`src/rtl/touch_scan_scheduler_pkg.sv`:
```
// Shared definitions for the touchpad scan scheduler: channel codes, axis
// offsets, FSM states and the optional smoothing helper.
package touch_scan_scheduler_pkg;

  localparam logic [1:0] TOUCH_READ_X       = 2'b00;
  localparam logic [1:0] TOUCH_READ_Y       = 2'b01;
  localparam logic [1:0] TOUCH_READ_Z       = 2'b10;
  localparam logic [1:0] TOUCH_READ_INVALID = 2'b11;

  localparam logic [11:0] X_ADJ_MIN = 12'h090;
  localparam logic [11:0] Y_ADJ_MIN = 12'h060;

  typedef enum logic [2:0] {
    ST_IDLE,
    ST_WAIT_TICK,
    ST_REQ,
    ST_WAIT_DONE,
    ST_ACCUM,
    ST_PUBLISH
  } state_t;

  // Rounded mean of two 9-bit coordinates.
  function automatic logic [8:0] coord_avg2(input logic [8:0] a, input logic [8:0] b);
    logic [9:0] s;
    s = {1'b0, a} + {1'b0, b} + 10'd1;
    return s[9:1];
  endfunction

endpackage

```
`src/rtl/touch_scan_scheduler_axis_scale.sv`:
```
// Combinational average / offset / saturate from an accumulated raw sum to a
// 9-bit screen coordinate.
module touch_axis_scale
  import touch_scan_scheduler_pkg::*;
#(
  parameter int unsigned AVG_LOG2 = 2,
  parameter logic [11:0] MIN      = 12'h000
) (
  input  logic [11+AVG_LOG2:0] i_sum,
  output logic [8:0]           o_coord
);

  logic [11:0] w_avg;
  logic [11:0] w_adj;
  logic [9:0]  w_q;

  always_comb begin
    w_avg   = 12'(i_sum >> AVG_LOG2);
    w_adj   = (w_avg < MIN) ? '0 : (w_avg - MIN);
    w_q     = 10'(w_adj >> 2);
    o_coord = (w_q > 10'd511) ? '1 : w_q[8:0];
  end

endmodule

```
`src/rtl/touch_scan_scheduler.sv`:
```
// Periodic Z/X/Y scan sequencer for the touchpad SPI engine.
// Optional build macro: TOUCH_SCHED_FILTER_EN (x/y smoothing across pen-down publishes).
module touch_scan_scheduler
  import touch_scan_scheduler_pkg::*;
#(
  parameter int unsigned SAMPLE_DIV = 1_250_000,
  parameter int unsigned AVG_LOG2   = 2,
  parameter logic [11:0] Z_THRESH   = 12'h100,
  parameter int unsigned TIMEOUT    = 4096
) (
  input  logic        cclk,
  input  logic        rstb,
  input  logic        enable,
  output logic        xfer_req,
  output logic [1:0]  xfer_chan,
  input  logic        xfer_ack,
  input  logic        xfer_done,
  input  logic [11:0] xfer_data,
  output logic [8:0]  x,
  output logic [8:0]  y,
  output logic [8:0]  z,
  output logic        pen_down,
  output logic        sample_valid,
  output logic        timeout_err
);

  localparam int unsigned SW = 12 + AVG_LOG2;
  localparam int unsigned DW = $clog2(SAMPLE_DIV);
  localparam int unsigned TW = $clog2(TIMEOUT);
  localparam logic [DW-1:0] DIV_LAST = DW'(SAMPLE_DIV - 1);
  localparam logic [TW-1:0] TO_LAST  = TW'(TIMEOUT - 1);
  localparam logic [4:0]    RD_LAST  = 5'((1 << AVG_LOG2) - 1);

  state_t        r_state, w_next;
  logic [DW-1:0] r_div;
  logic          r_pending;
  logic [1:0]    r_chan;
  logic [4:0]    r_cnt;
  logic [SW-1:0] r_sum, r_xsum, r_ysum;
  logic [11:0]   r_data;
  logic [8:0]    r_zq;
  logic          r_scan_pen;
  logic [TW-1:0] r_to;
  logic [8:0]    r_x, r_y, r_z;
  logic          r_pen, r_valid, r_terr;

  logic          w_to_hit, w_rd_last, w_z_low;
  logic [SW-1:0] w_sum_next;
  logic [8:0]    w_x_new, w_y_new, w_x_pub, w_y_pub;

  assign w_to_hit   = (r_to == TO_LAST);
  assign w_rd_last  = (r_cnt == RD_LAST);
  assign w_z_low    = (r_data < Z_THRESH);
  assign w_sum_next = r_sum + SW'(r_data);

  touch_axis_scale #(.AVG_LOG2(AVG_LOG2), .MIN(X_ADJ_MIN)) u_scale_x (
    .i_sum   (r_xsum),
    .o_coord (w_x_new)
  );

  touch_axis_scale #(.AVG_LOG2(AVG_LOG2), .MIN(Y_ADJ_MIN)) u_scale_y (
    .i_sum   (r_ysum),
    .o_coord (w_y_new)
  );

`ifdef TOUCH_SCHED_FILTER_EN
  assign w_x_pub = r_pen ? coord_avg2(r_x, w_x_new) : w_x_new;
  assign w_y_pub = r_pen ? coord_avg2(r_y, w_y_new) : w_y_new;
`else
  assign w_x_pub = w_x_new;
  assign w_y_pub = w_y_new;
`endif

  always_ff @(posedge cclk) begin
    if (!rstb) r_state <= ST_IDLE;
    else       r_state <= w_next;
  end

  always_comb begin
    w_next = r_state;
    case (r_state)
      ST_IDLE:      if (enable) w_next = ST_WAIT_TICK;
      ST_WAIT_TICK: begin
        if (!enable)       w_next = ST_IDLE;
        else if (r_pending) w_next = ST_REQ;
      end
      ST_REQ:       if (xfer_ack) w_next = ST_WAIT_DONE;
      ST_WAIT_DONE: begin
        if (xfer_done)     w_next = ST_ACCUM;
        else if (w_to_hit) w_next = enable ? ST_WAIT_TICK : ST_IDLE;
      end
      ST_ACCUM: begin
        if (!enable)                                  w_next = ST_IDLE;
        else if (r_chan == TOUCH_READ_Z)              w_next = w_z_low ? ST_PUBLISH : ST_REQ;
        else if (r_chan == TOUCH_READ_Y && w_rd_last) w_next = ST_PUBLISH;
        else                                          w_next = ST_REQ;
      end
      ST_PUBLISH:   w_next = enable ? ST_WAIT_TICK : ST_IDLE;
      default:      w_next = ST_IDLE;
    endcase
  end

  always_comb begin
    xfer_req  = (r_state == ST_REQ);
    xfer_chan = (r_state == ST_REQ) ? r_chan : TOUCH_READ_INVALID;
  end

  always_ff @(posedge cclk) begin
    if (!rstb) begin
      r_div      <= '0;
      r_pending  <= 1'b0;
      r_chan     <= TOUCH_READ_Z;
      r_cnt      <= '0;
      r_sum      <= '0;
      r_xsum     <= '0;
      r_ysum     <= '0;
      r_data     <= '0;
      r_zq       <= '0;
      r_scan_pen <= 1'b0;
      r_to       <= '0;
      r_x        <= '0;
      r_y        <= '0;
      r_z        <= '0;
      r_pen      <= 1'b0;
      r_valid    <= 1'b0;
      r_terr     <= 1'b0;
    end else begin
      r_valid <= 1'b0;
      if (enable) begin
        if (r_div == DIV_LAST) begin
          r_div     <= '0;
          r_pending <= 1'b1;
        end else begin
          r_div <= r_div + 1'b1;
        end
      end
      // Consuming a tick or abandoning a scan both clear pending; placed after the set so it wins.
      if ((r_state == ST_WAIT_TICK && w_next == ST_REQ) ||
          (r_state != ST_IDLE && w_next == ST_IDLE))
        r_pending <= 1'b0;

      case (r_state)
        ST_WAIT_TICK: r_chan <= TOUCH_READ_Z;
        ST_REQ:       r_to   <= '0;
        ST_WAIT_DONE: begin
          r_to <= r_to + 1'b1;
          if (xfer_done)     r_data <= xfer_data;
          else if (w_to_hit) r_terr <= 1'b1;
        end
        ST_ACCUM: if (enable) begin
          if (r_chan == TOUCH_READ_Z) begin
            r_zq       <= r_data[11:3];
            r_scan_pen <= !w_z_low;
            r_sum      <= '0;
            r_cnt      <= '0;
            r_chan     <= TOUCH_READ_X;
          end else if (w_rd_last) begin
            r_sum <= '0;
            r_cnt <= '0;
            if (r_chan == TOUCH_READ_X) begin
              r_xsum <= w_sum_next;
              r_chan <= TOUCH_READ_Y;
            end else begin
              r_ysum <= w_sum_next;
            end
          end else begin
            r_sum <= w_sum_next;
            r_cnt <= r_cnt + 1'b1;
          end
        end
        ST_PUBLISH: begin
          r_valid <= 1'b1;
          r_z     <= r_zq;
          r_pen   <= r_scan_pen;
          if (r_scan_pen) begin
            r_x <= w_x_pub;
            r_y <= w_y_pub;
          end
        end
        default: ;
      endcase
    end
  end

  assign x            = r_x;
  assign y            = r_y;
  assign z            = r_z;
  assign pen_down     = r_pen;
  assign sample_valid = r_valid;
  assign timeout_err  = r_terr;

endmodule

```
`config.mk`:
```
export PLATFORM = sky130hd
export DESIGN_NAME = touch_scan_scheduler
export DESIGN_NICKNAME = d
export VERILOG_FILES = /design/src/rtl/touch_scan_scheduler_pkg.sv /design/src/rtl/touch_scan_scheduler_axis_scale.sv /design/src/rtl/touch_scan_scheduler.sv
export SDC_FILE = /design/constraint.sdc
export NUM_CORES = 1
export LEC_CHECK = 0
export ABC_AREA = 1
export BUFFER_PORTS_ARGS = -buffer_cell sky130_fd_sc_hd__buf_2
export CAP_MARGIN = 10
export CORE_MARGIN = 8
export CORE_UTILIZATION = 40
export DETAILED_ROUTE_END_ITERATION = 10
export PLACE_DENSITY = 0.59
export REMOVE_ABC_BUFFERS = 1
export SLEW_MARGIN = 25
export SYNTH_ARGS = -nofsm -noshare
export SYNTH_HDL_FRONTEND = slang
export SYNTH_SLANG_ARGS = --single-unit
```
`constraint.sdc`:
```
create_clock -name cclk -period 1.6 [get_ports cclk]
set_clock_uncertainty 0.05 [all_clocks]
set_input_delay 0.16 -clock cclk [delete_from_list [all_inputs] [get_ports cclk]]
set_output_delay 0.16 -clock cclk [all_outputs]
set_load 0.01 [all_outputs]
```
==> run_results.csv, run 1 <==
group,metric,value,unit
finish,final_cell_mix,"174 x nand2_1, 136 x inv_1, 100 x buf_4, 94 x dfxtp_1, 79 x nor2_1",
finish,fin_util,57.82,%
timing,min_period,1.715,ns
yosys,synth_top_cell_by_area,"dfxtp_1",
yosys,async_reset_ff_share,0,%
drt,postRouteAntennaNets,0,
grt,antenna_found_initial,0,
setup_path,regToRegStartpoint,"r_data[0]",
finish,stdcell_area,9487,µm²
cts,htree_levels,4,
placement,dpl_cell_area,7781,µm²
drt,drc,0,
power_and_ir_drop,power.density,761.1,nW/µm²
setup_path,cp_data_required_time,1.90,ns
timing,layout_setup_ws,-0.1148,ns
setup_path,start_kind,"flip-flop",
floorplan,row_count,47,
hold_path,min_from,"xfer_data[9]",
cts,clock_latency,0.42,ns
cts,cts.sinks,130,
setup_path,endpoint_kind,"flip-flop",
run_status,violations,"setup timing",
yosys,synthCells,978,
drt,via_count,6769,
yosys,synth_flop_cell,"dfxtp_1",
finish,nFillCells,1484,
grt,grt_pass1_vias,6297,
drt,dr.pass1.iters,5,
drt,routedWlPerCell,13.68,µm
setup_path,critical_path_class,"flip-flop to flip-flop",
finish,insertedDiodeCount,0,
floorplan,pin_count,50,
finish,final_common_cell,"nand2_1",
setup_path,crit_start,"r_data[0]",
floorplan,die_w,145,µm
yosys,ys_seq_area_share,39.10,%
timing,rsz0062_at_grt,"yes",
floorplan,die_area,21030,µm²
timing,tightest_slew,0.3629,ns
cts,clock-root-buffer,"clkbuf_16",
yosys,synth_cell_type_count,47,
power_and_ir_drop,total_power,7220,µW
setup_path,r2r_end,"r_sum[6]",
cts,cts_tree,"yes",
yosys,synth_top_area_share,39.10,%
floorplan,start_util,40.57,%
hold_path,hold_path_end,"r_data[9]",
timing,slew-limit-headroom,75.81,%
drt,first_iter_violations,425,
cts,clock_path_buffers,2,
placement,finalWeightedCongestion,0.8685,
floorplan,coreArea,16410,µm²
timing,finalSetupTns,-0.9531,ns
timing,hold_viol,0,
grt,gr-usage-all-layers,17.17,%
finish,drive_above_1_share,33.91,%
placement,port_buffers,49,
yosys,synth.area.top_cells,"dfxtp_1 39%, nand2_1 13%, inv_1 8.4%, a21oi_1 6.5%, nor2_1 5.7%",
drt,vias_per_cell,4.919,
grt,overflow,0,
timing,finalSetupViolCount,21,
timing,fmax,0.5831,GHz
cts,cts_buffers,17,
cts,cts.clk_slew.worst_paths,0.06,ns
yosys,syn_avg_cell_area,6.806,µm²
power_and_ir_drop,power.leakage,0.004256,µW
drt,drt_wl_total,18.83,mm
yosys,synth_edf_count,0,
setup_path,cp_max_fo,3,
placement,dp_hpwl,12.87,mm
hold_path,holdPathStages,3,
setup_path,r2r_slack,-0.11,ns
power_and_ir_drop,ir_worst_vdd,0.0008319,V
timing,final_max_slew_viol_count,0,
yosys,yosysWarningCount,0,
setup_path,cp_data_arrival_time,2.01,ns
finish,area_growth,42.52,%
setup_path,reg2regPathDepth,7,
yosys,synth_seq_cells,130,
yosys,netlist_area,6656,µm²
run_status,status,"finished with violations",
timing,timing.final.crit_share,107.2,%
floorplan,chipHeight,145,µm
grt,grt_pass1_wl,30.11,mm
run,max_cap_violations,0,
hold_path,min_path_type,"input port to flip-flop",
grt,grt_max_degree,40,
finish,nNetsFinal,1180,
metrics by stage:
stage / instances / hold WS (ns) / worst slack, ns
2_1_floorplan: 950 / 0.2101 / -0.3257
3_3_place_gp: 1315 / 0.3637 / -0.2192
4_1_cts: 1364 / 0.003385 / -0.09021
5_1_grt: 1376 / 0.04798 / -0.1646
3_5_place_dp: 1315 / 0.3669 / -0.2681
6_report: 1376 / 0.02184 / -0.1148
timing repair:
| item | CTS | global route |
|---|---|---|
| hold buffers | 10 | 0 |
| endpoints found under the setup margin | 38 | 80 |
| pin swaps | 22 | 60 |
| resized for setup | 86 | 172 |
| setup buffers | 8 | 12 |
| gates cloned | 1 | 1 |
| hold endpoints to repair | 10 | 0 |
sequential cells by signal (all words and copies together) (netlist names), 2 cells and up:
| signal | cells |
|---|---|
| x | 9 |
| y | 9 |
| r_cnt | 5 |
| r_sum | 14 |
| r_zq | 9 |
| z | 9 |
| r_ysum | 10 |
| r_div | 21 |
| r_to | 12 |
| r_chan | 2 |
| r_state | 3 |
| r_xsum | 10 |
| r_data | 12 |
report_power, final:
group	total [µW]	internal, µW	switching [µW]
logic	204	84.2	120
registers	3250	3240	7.41
clock network	3760	2360	1400
critical path, cell delays in order, from the launching register on:
cell,delay [ns]
dfxtp_2,0.34
ha_4,0.17
fa_2,0.37
buf_6,0.15
a21oi_4,0.18
xnor2_4,0.16
nand2_2,0.08
a21oi_2,0.14
cell usage after synthesis (all sizes together) (2+ instances only):
master  number
nand4       28
o21bai       5
a21o         2
xor2         4
nand2      228
o211ai      12
buf         12
ha          17
nor3        13
a221oi       3
nand3       52
or2          2
a22oi        3
a21oi       88
a31oi        7
xnor2        3
nor3b        5
inv        153
a211oi       5
nor2       108
o21ai       72
clkbuf      16
dfxtp      130
o31ai        2
how the worst max path moves through the flow:
stage,to,depth (start not counted),slack [ns]
floorplan,r_data[0],7,-0.33
global placement,r_sum[6],7,-0.22
detailed placement,r_sum[6],7,-0.27
CTS,r_sum[6],7,-0.09
global route,r_sum[6],10,-0.16
finish,r_sum[6],7,-0.11
final cells by class:
class | instances | area, µm² | area share (%)
Sequential cell | 130 | 2653 | 27.96
Multi-Input combinational cell | 666 | 4108 | 43.30
Clock buffer | 26 | 519.2 | 5.473
Timing Repair Buffer | 174 | 1282 | 13.52
Clock inverter | 4 | 47.55 | 0.5012
Tap cell | 220 | 275.3 | 2.902
Inverter | 154 | 586.8 | 6.186
Timing Repair inverter | 2 | 15.01 | 0.1583
logic make-up (layout without fill, tap and decap cells):
group                    Yosys count  after routing  synth area share, %
AND/OR/NAND/NOR                  437            437                28.61
AO/OA/AOI/OAI                    204            204                17.26
buffers and inverters            182            360                10.62
flip-flops                       130            130                39.10
adder cells (fa/ha/maj)           18             18                3.496
XOR/XNOR                           7              7               0.9211
layer usage:
| layer | wire length (µm) | GRT usage [%] | share of wire, % | vias to the layer above |
|---|---|---|---|---|
| li1 | - | - | - | 3520 |
| met1 | 8758 | 21.82 | 47 | 3091 |
| met2 | 8904 | 27.85 | 47 | 132 |
| met3 | 772 | 3.825 | 4.1 | 26 |
| met4 | 393 | 6.523 | 2.1 | 0 |
| met5 | 0 | 0 | 0 | - |
Power figures use the tool's default switching activity.
==> run 2: changes to the inputs <==
--- a/config.mk
+++ b/config.mk
@@ -5,7 +5,6 @@
 export SDC_FILE = /design/constraint.sdc
 export NUM_CORES = 1
 export LEC_CHECK = 0
-export ABC_AREA = 1
 export BUFFER_PORTS_ARGS = -buffer_cell sky130_fd_sc_hd__buf_2
 export CAP_MARGIN = 10
 export CORE_MARGIN = 8
==> constraint.sdc (replaced) <==
create_clock -name cclk -period 1.6 [get_ports cclk]
set_clock_uncertainty 0.05 [all_clocks]
set_input_delay 0.08 -clock cclk [delete_from_list [all_inputs] [get_ports cclk]]
set_output_delay 0.08 -clock cclk [all_outputs]
set_load 0.01 [all_outputs]
==> run 2 against run 1 <==
Compared with the run above: flip-flop and latch count stayed put; largest power group unchanged; critical endpoint is now r_ysum[8]; die area decreased by 6.8%; the flow still finishes with violations (setup timing); via count shrank 3.0%; synthesized area is 7.6% lower; wire length up 1.6%.
==> run_results.csv, run 2 <==
group,metric,value,unit
drt,drt_wl_total,19.13,mm
yosys,synth_seq_cells,130,
drt,vias_per_cell,5.424,
yosys,ys_seq_area_share,42.32,%
yosys,syn_avg_cell_area,7.925,µm²
timing,tightest_slew,0.4255,ns
run,max_cap_violations,0,
cts,clock-root-buffer,"clkbuf_16",
finish,stdcell_area,9881,µm²
timing,timing.final.crit_share,135.5,%
power_and_ir_drop,sw_frac_of_total,21.61,%
setup_path,endpoint_kind,"flip-flop",
power_and_ir_drop,ir_worst_vdd,0.0005429,V
setup_path,cp_cell_sequence,"ha_4, fa_2, a211oi_4, o21bai_2, a2111oi_2, buf_4, or2_4, o311ai_2",
yosys,synth.area.top_cells,"dfxtp_1 42%, nand2_1 7.9%, a21oi_1 7.4%, o21ai_0 4.2%, nor2_1 4.0%",
grt,grt_pass1_vias,6623,
setup_path,start_kind,"flip-flop",
finish,multiInputGateArea,4290,µm²
setup_path,critical_path_class,"flip-flop to flip-flop",
timing,min_period,2.167,ns
drt,dr.pass1.iters,4,
cts,cts_tree,"yes",
floorplan,chipHeight,140.0,µm
finish,drive_above_1_share,44.09,%
drt,first_iter_violations,297,
timing,hold_viol,0,
power_and_ir_drop,intPower,5855,µW
finish,nNetsFinal,1045,
cts,cts.clk_slew.worst_paths,0.06,ns
floorplan,coreArea,15090,µm²
hold_path,min_path_type,"input port to flip-flop",
timing,fmax,0.4614,GHz
finish,top_register,"r_div",
drt,routedWlPerCell,15.79,µm
power_and_ir_drop,p_switching,1614,µW
power_and_ir_drop,combPwrFrac,4.1,%
grt,overflow,0,
finish,area_growth,60.67,%
cts,cts.sinks,130,
setup_path,crit_start,"r_sum[0]",
hold_path,min_from,"xfer_ack",
timing,rsz0062_at_grt,"yes",
drt,via_count,6568,
cts,htree_levels,4,
power_and_ir_drop,power.leakage,0.003852,µW
yosys,async_reset_ff_share,0,%
finish,largest_reg_flops,21,
yosys,yosysWarningCount,0,
setup_path,cp_data_required_time,1.84,ns
finish,insertedDiodeCount,0,
hold_path,hold_path_end,"r_state[0]",
yosys,post-synth-top-count-cell,"dfxtp_1",
setup_path,cp_slowest_stage_delay,0.39,ns
floorplan,start_util,40.75,%
grt,antenna_found_initial,0,
floorplan,row_count,45,
timing,layout_setup_ws,-0.5672,ns
yosys,synth_top_cells_by_count,"130 x dfxtp_1, 129 x nand2_1, 91 x a21oi_1",
finish,final_common_cell,"buf_4",
yosys,netlist_area,6150,µm²
yosys,synthCells,776,
drt,postRouteAntennaNets,0,
floorplan,pin_count,50,
cts,cts_buffers,17,
placement,dp_hpwl,12.38,mm
yosys,synth_cell_type_count,60,
grt,grt_pass1_wl,31.30,mm
setup_path,r2r_end,"r_ysum[8]",
placement,port_buffers,49,
setup_path,r2r_slack,-0.57,ns
yosys,synth_top_area_share,42.32,%
finish,nFillCells,1191,
yosys,synth_top_cell_by_area,"dfxtp_1",
power_and_ir_drop,pwr-share-clk,52.3,%
yosys,synth_flop_cell,"dfxtp_1",
finish,final_cell_mix,"156 x buf_4, 123 x nand2_1, 101 x dfxtp_1, 66 x a21oi_1, 49 x buf_2",
timing,final_max_slew_viol_count,0,
hold_path,holdPathStages,5,
setup_path,cp_data_arrival_time,2.41,ns
floorplan,die_area,19600,µm²
grt,gr-usage-all-layers,19.37,%
placement,dpl_cell_area,7659,µm²
placement,finalWeightedCongestion,0.8755,
setup_path,crit_slowest_cell,"fa_2",
power_and_ir_drop,power.density,755.9,nW/µm²
run_status,violations,"setup timing",
setup_path,cp_max_fo,4,
finish,final-seq-area,2654,µm²
grt,grt_max_degree,53,
power_and_ir_drop,total_power,7469,µW
yosys,synth_edf_count,0,
timing,finalSetupViolCount,74,
timing,slew-limit-headroom,71.56,%
floorplan,die_w,140.0,µm
drt,drc,0,
cts,clock_latency,0.43,ns
setup_path,reg2regPathDepth,8,
run_status,status,"finished with violations",
power_and_ir_drop,seq_power_share,43.5,%
cts,clock_path_buffers,2,
setup_path,regToRegStartpoint,"r_sum[0]",
finish,reg_top3,"r_div: 21 flops, r_sum: 14 flops",
run 2: cells by family (layout without fill, tap and decap cells):
family          Yosys count  in the layout  synth area share, %
compound gates          202            202                19.37
xor+xnor                 30             30                4.273
fa+ha+maj                18             18                3.784
buf+inv                  54            301                3.377
flops                   130            130                42.32
mux                       2              2               0.3255
simple gates            340            340                26.55
run 2: worst max path at each step:
stage	slack [ns]	end	cells past startpoint
after floorplan	-1.53	r_ysum[7]	4
after global placement	-0.89	r_xsum[8]	8
after detailed placement	-0.93	r_ysum[8]	8
after CTS	-0.58	r_ysum[8]	8
after global routing	-0.65	r_ysum[8]	8
final	-0.57	r_ysum[8]	8
run 2: power by group through the flow:
stage	Combinational [µW]	Clock [µW]	Sequential [µW]
final	310	3910	3250
after global placement	195	0	3320
after detailed placement	200	0	3330
after global routing	334	4130	3250
after floorplan	67.8	0	3330
after CTS	296	3980	3250
run 2: area by class of cell:
class,instances,share of cell area (%)
inverters,13,0.4939
well taps,188,2.381
multi-input cells,592,43.42
repair buffers,256,20.91
clock inverters,11,1.380
clock buffers,21,4.559
flip-flops and latches,130,26.86
run 2: per-stage QoR:
step	instances	util [%]	worst slack [ns]	hold WS, ns	TNS, ns
2_1_floorplan	735	-	-1.529	0.1477	-57.28
3_3_place_gp	1121	50.75	-0.8884	0.2766	-25.27
3_5_place_dp	1121	50.75	-0.9305	0.2779	-27.49
4_1_cts	1196	61.98	-0.5796	0.09328	-16.37
5_1_grt	1211	65.48	-0.6523	0.1317	-25.31
6_report	1211	65.48	-0.5672	0.1043	-20.04
run 2: critical path: cells and delay by family (launching register included):
kind	cells	cell delay (ns)
AND/OR/NAND/NOR	1	0.12
AO/OA/AOI/OAI	4	0.79
adder cells (fa/ha/maj)	2	0.55
buffers and inverters	1	0.18
flip-flops	1	0.34
run 2: repair_timing:
item	in CTS	in global routing
hold endpoints to repair	15	0
setup endpoints to repair	91	90
buffers inserted	27	18
gates resized for setup	182	98
hold buffers	14	0
pin swaps	95	51
cloned	3	0
run 2: routing by layer:
layer	routed length, µm	track usage, %
met2	9791	34.51
met3	803	4.689
met1	8142	21.89
met5	0	0
met4	389	7.543
==> run 3: changes to the inputs <==
--- a/config.mk
+++ b/config.mk
@@ -12,6 +12,7 @@
 export DETAILED_ROUTE_END_ITERATION = 10
 export PLACE_DENSITY = 0.59
 export REMOVE_ABC_BUFFERS = 1
+export SETUP_SLACK_MARGIN = 0.3
 export SLEW_MARGIN = 25
 export SYNTH_ARGS = -nofsm -noshare
 export SYNTH_HDL_FRONTEND = slang
==> run 3 against run 2 <==
Compared with the run above: fmax decreased by 3.5%; worst hold slack got worse by 0.0099 ns; wire length increased by 8.9%; combinational power increased by 13%; utilization increased by 4.1 points; setup slack got worse by 0.078 ns; largest cell class unchanged; the run still ends with setup timing left; first-iteration DRC count increased by 21%; critical path depth increased by 2; die area unchanged; critical path type unchanged; flip-flop and latch count unchanged; power increased by 0.68%.
==> run_results.csv, run 3 (same netlist as run 2, synthesis figures left out) <==
group,metric,value,unit
cts,clock_latency,0.43,ns
finish,stdcell_area,10500,µm²
hold_path,min_from,"rstb",
hold_path,hold_path_end,"r_ysum[8]",
timing,tightest_slew,0.4532,ns
grt,antenna_found_initial,0,
drt,drc,0,
timing,timing.final.crit_share,140.3,%
timing,min_period,2.245,ns
finish,reg_top3,"r_div: 21 flops, r_sum: 14 flops",
finish,top_register,"r_div",
setup_path,endpoint_kind,"flip-flop",
setup_path,critical_path_class,"flip-flop to flip-flop",
placement,dp.cells,1121,
finish,drive_above_1_share,51.96,%
drt,via_count,6841,
setup_path,r2r_slack,-0.65,ns
drt,postRouteAntennaNets,0,
run,max_cap_violations,0,
setup_path,cp_max_fo,2,
floorplan,row_count,45,
finish,stdcell_count,1235,
cts,cts.sinks,130,
drt,first_iter_violations,360,
grt,gr-usage-all-layers,20.61,%
setup_path,r2r_end,"r_xsum[4]",
floorplan,pin_count,50,
drt,routedWlPerCell,16.86,µm
timing,finalSetupTns,-21.20,ns
run_status,violations,"setup timing",
cts,cts_buffers,17,
finish,nFillCells,1126,
cts,cts_tree,"yes",
cts,clock_path_buffers,2,
floorplan,die_w,140.0,µm
grt,grt_max_degree,53,
hold_path,holdPathStages,3,
timing,slew-limit-headroom,69.71,%
cts,htree_levels,4,
setup_path,cp_data_arrival_time,2.51,ns
drt,dr.pass1.iters,5,
floorplan,die_area,19600,µm²
placement,port_buffers,49,
cts,cts.clk_slew.worst_paths,0.06,ns
timing,rsz0062_at_grt,"yes",
finish,insertedDiodeCount,0,
hold_path,min_path_type,"input port to flip-flop",
run_status,status,"finished with violations",
placement,finalWeightedCongestion,0.8755,
floorplan,chipHeight,140.0,µm
drt,drt_wl_total,20.83,mm
grt,grt_pass1_wl,33.10,mm
timing,finalSetupViolCount,76,
power_and_ir_drop,power.leakage,0.004096,µW
finish,fin_util,69.55,%
drt,vias_per_cell,5.539,
finish,final_cell_mix,"146 x buf_4, 97 x dfxtp_1, 91 x nand2_1, 56 x buf_6, 52 x a21oi_1",
setup_path,start_kind,"flip-flop",
grt,grt_pass1_vias,6828,
cts,clock-root-buffer,"clkbuf_16",
finish,final_common_cell,"buf_4",
timing,final_max_slew_viol_count,0,
finish,largest_reg_flops,21,
power_and_ir_drop,power.density,716.5,nW/µm²
power_and_ir_drop,total_power,7520,µW
timing,fmax,0.4454,GHz
setup_path,regToRegStartpoint,"r_data[0]",
power_and_ir_drop,ir_worst_vdd,0.0006025,V
timing,hold_viol,0,
grt,overflow,0,
placement,dp_hpwl,12.38,mm
placement,dpl_cell_area,7659,µm²
timing,layout_setup_ws,-0.6454,ns
finish,area_growth,70.66,%
floorplan,coreArea,15090,µm²
finish,nNetsFinal,1069,
setup_path,reg2regPathDepth,10,
setup_path,cp_data_required_time,1.87,ns
floorplan,start_util,40.75,%
==> run 3: changes by cell type in the layout (fill, tap and decap cells not counted), moves of 4 or more <==
cell | previous run | this run
nor2_1 | 41 | 35
nand2_1 | 123 | 91
nand2_4 | 3 | 8
buf_6 | 27 | 56
buf_4 | 156 | 146
dfxtp_2 | 23 | 28
nor3_1 | 7 | 3
nor2_4 | 12 | 16
nand2_2 | 3 | 30
dfxtp_1 | 101 | 97
a21oi_2 | 25 | 38
a21oi_1 | 66 | 52
o21ai_0 | 32 | 28
==> run 3: stage by stage <==
step / hold WS [ns] / setup slack (ns)
5_1_grt: 0.07910 / -0.6657
3_3_place_gp: 0.2766 / -0.8884
3_5_place_dp: 0.2779 / -0.9305
6_report: 0.09435 / -0.6454
4_1_cts: 0.07339 / -0.5796
2_1_floorplan: 0.1477 / -1.529
==> run 3: critical path, stage by stage, from the launching register on <==
cell,delay [ns]
dfxtp_2,0.33
ha_4,0.16
fa_2,0.39
buf_4,0.15
buf_6,0.11
a21o_1,0.15
a21oi_2,0.19
xor2_2,0.26
buf_4,0.19
o21a_1,0.12
nor2_1,0.03
==> run 3: worst max path at each step <==
stage / to / cells past startpoint / startpoint
after floorplan: r_ysum[7] / 4 / r_state[0]
after global placement: r_xsum[8] / 8 / r_sum[0]
after detailed placement: r_ysum[8] / 8 / r_sum[0]
after CTS: r_ysum[8] / 8 / r_sum[0]
after global routing: r_xsum[4] / 10 / r_data[0]
final: r_xsum[4] / 10 / r_data[0]
==> run 3: power by group <==
group          total [µW]  switching (µW)  internal (µW)
registers            3250            11.7           3240
clock network        3920            1450           2470
logic                 349             186            163
==> run 3: layout make-up <==
| type | instances | area [µm²] | area share, % |
|---|---|---|---|
| clock buffer | 21 | 450.4 | 4.292 |
| clock inverter | 11 | 136.4 | 1.299 |
| inverter | 13 | 48.80 | 0.4649 |
| multi-input combinational | 593 | 4588 | 43.72 |
| sequential | 130 | 2656 | 25.31 |
| tap | 188 | 235.2 | 2.241 |
| timing repair buffer | 279 | 2380 | 22.68 |
==> run 3: layer usage <==
metal  part of all wire [%]  vias to the layer above  wire [µm]  global-route usage (%)
li1                       -                     3279          -                       -
met1                     42                     3370       8838                   23.47
met2                     51                      157      10710                   36.31
met3                    3.9                       35        822                   4.961
met4                    2.2                        0        459                   8.457
met5                      0                        -          0                       0
==> run 3: what timing repair did <==
action,CTS,global route
buffers inserted,37,20
hold endpoints to repair,15,0
pin swaps,130,60
endpoints found under the setup margin,132,124
hold buffers,16,0
gates cloned,8,1
gates resized for setup,290,114
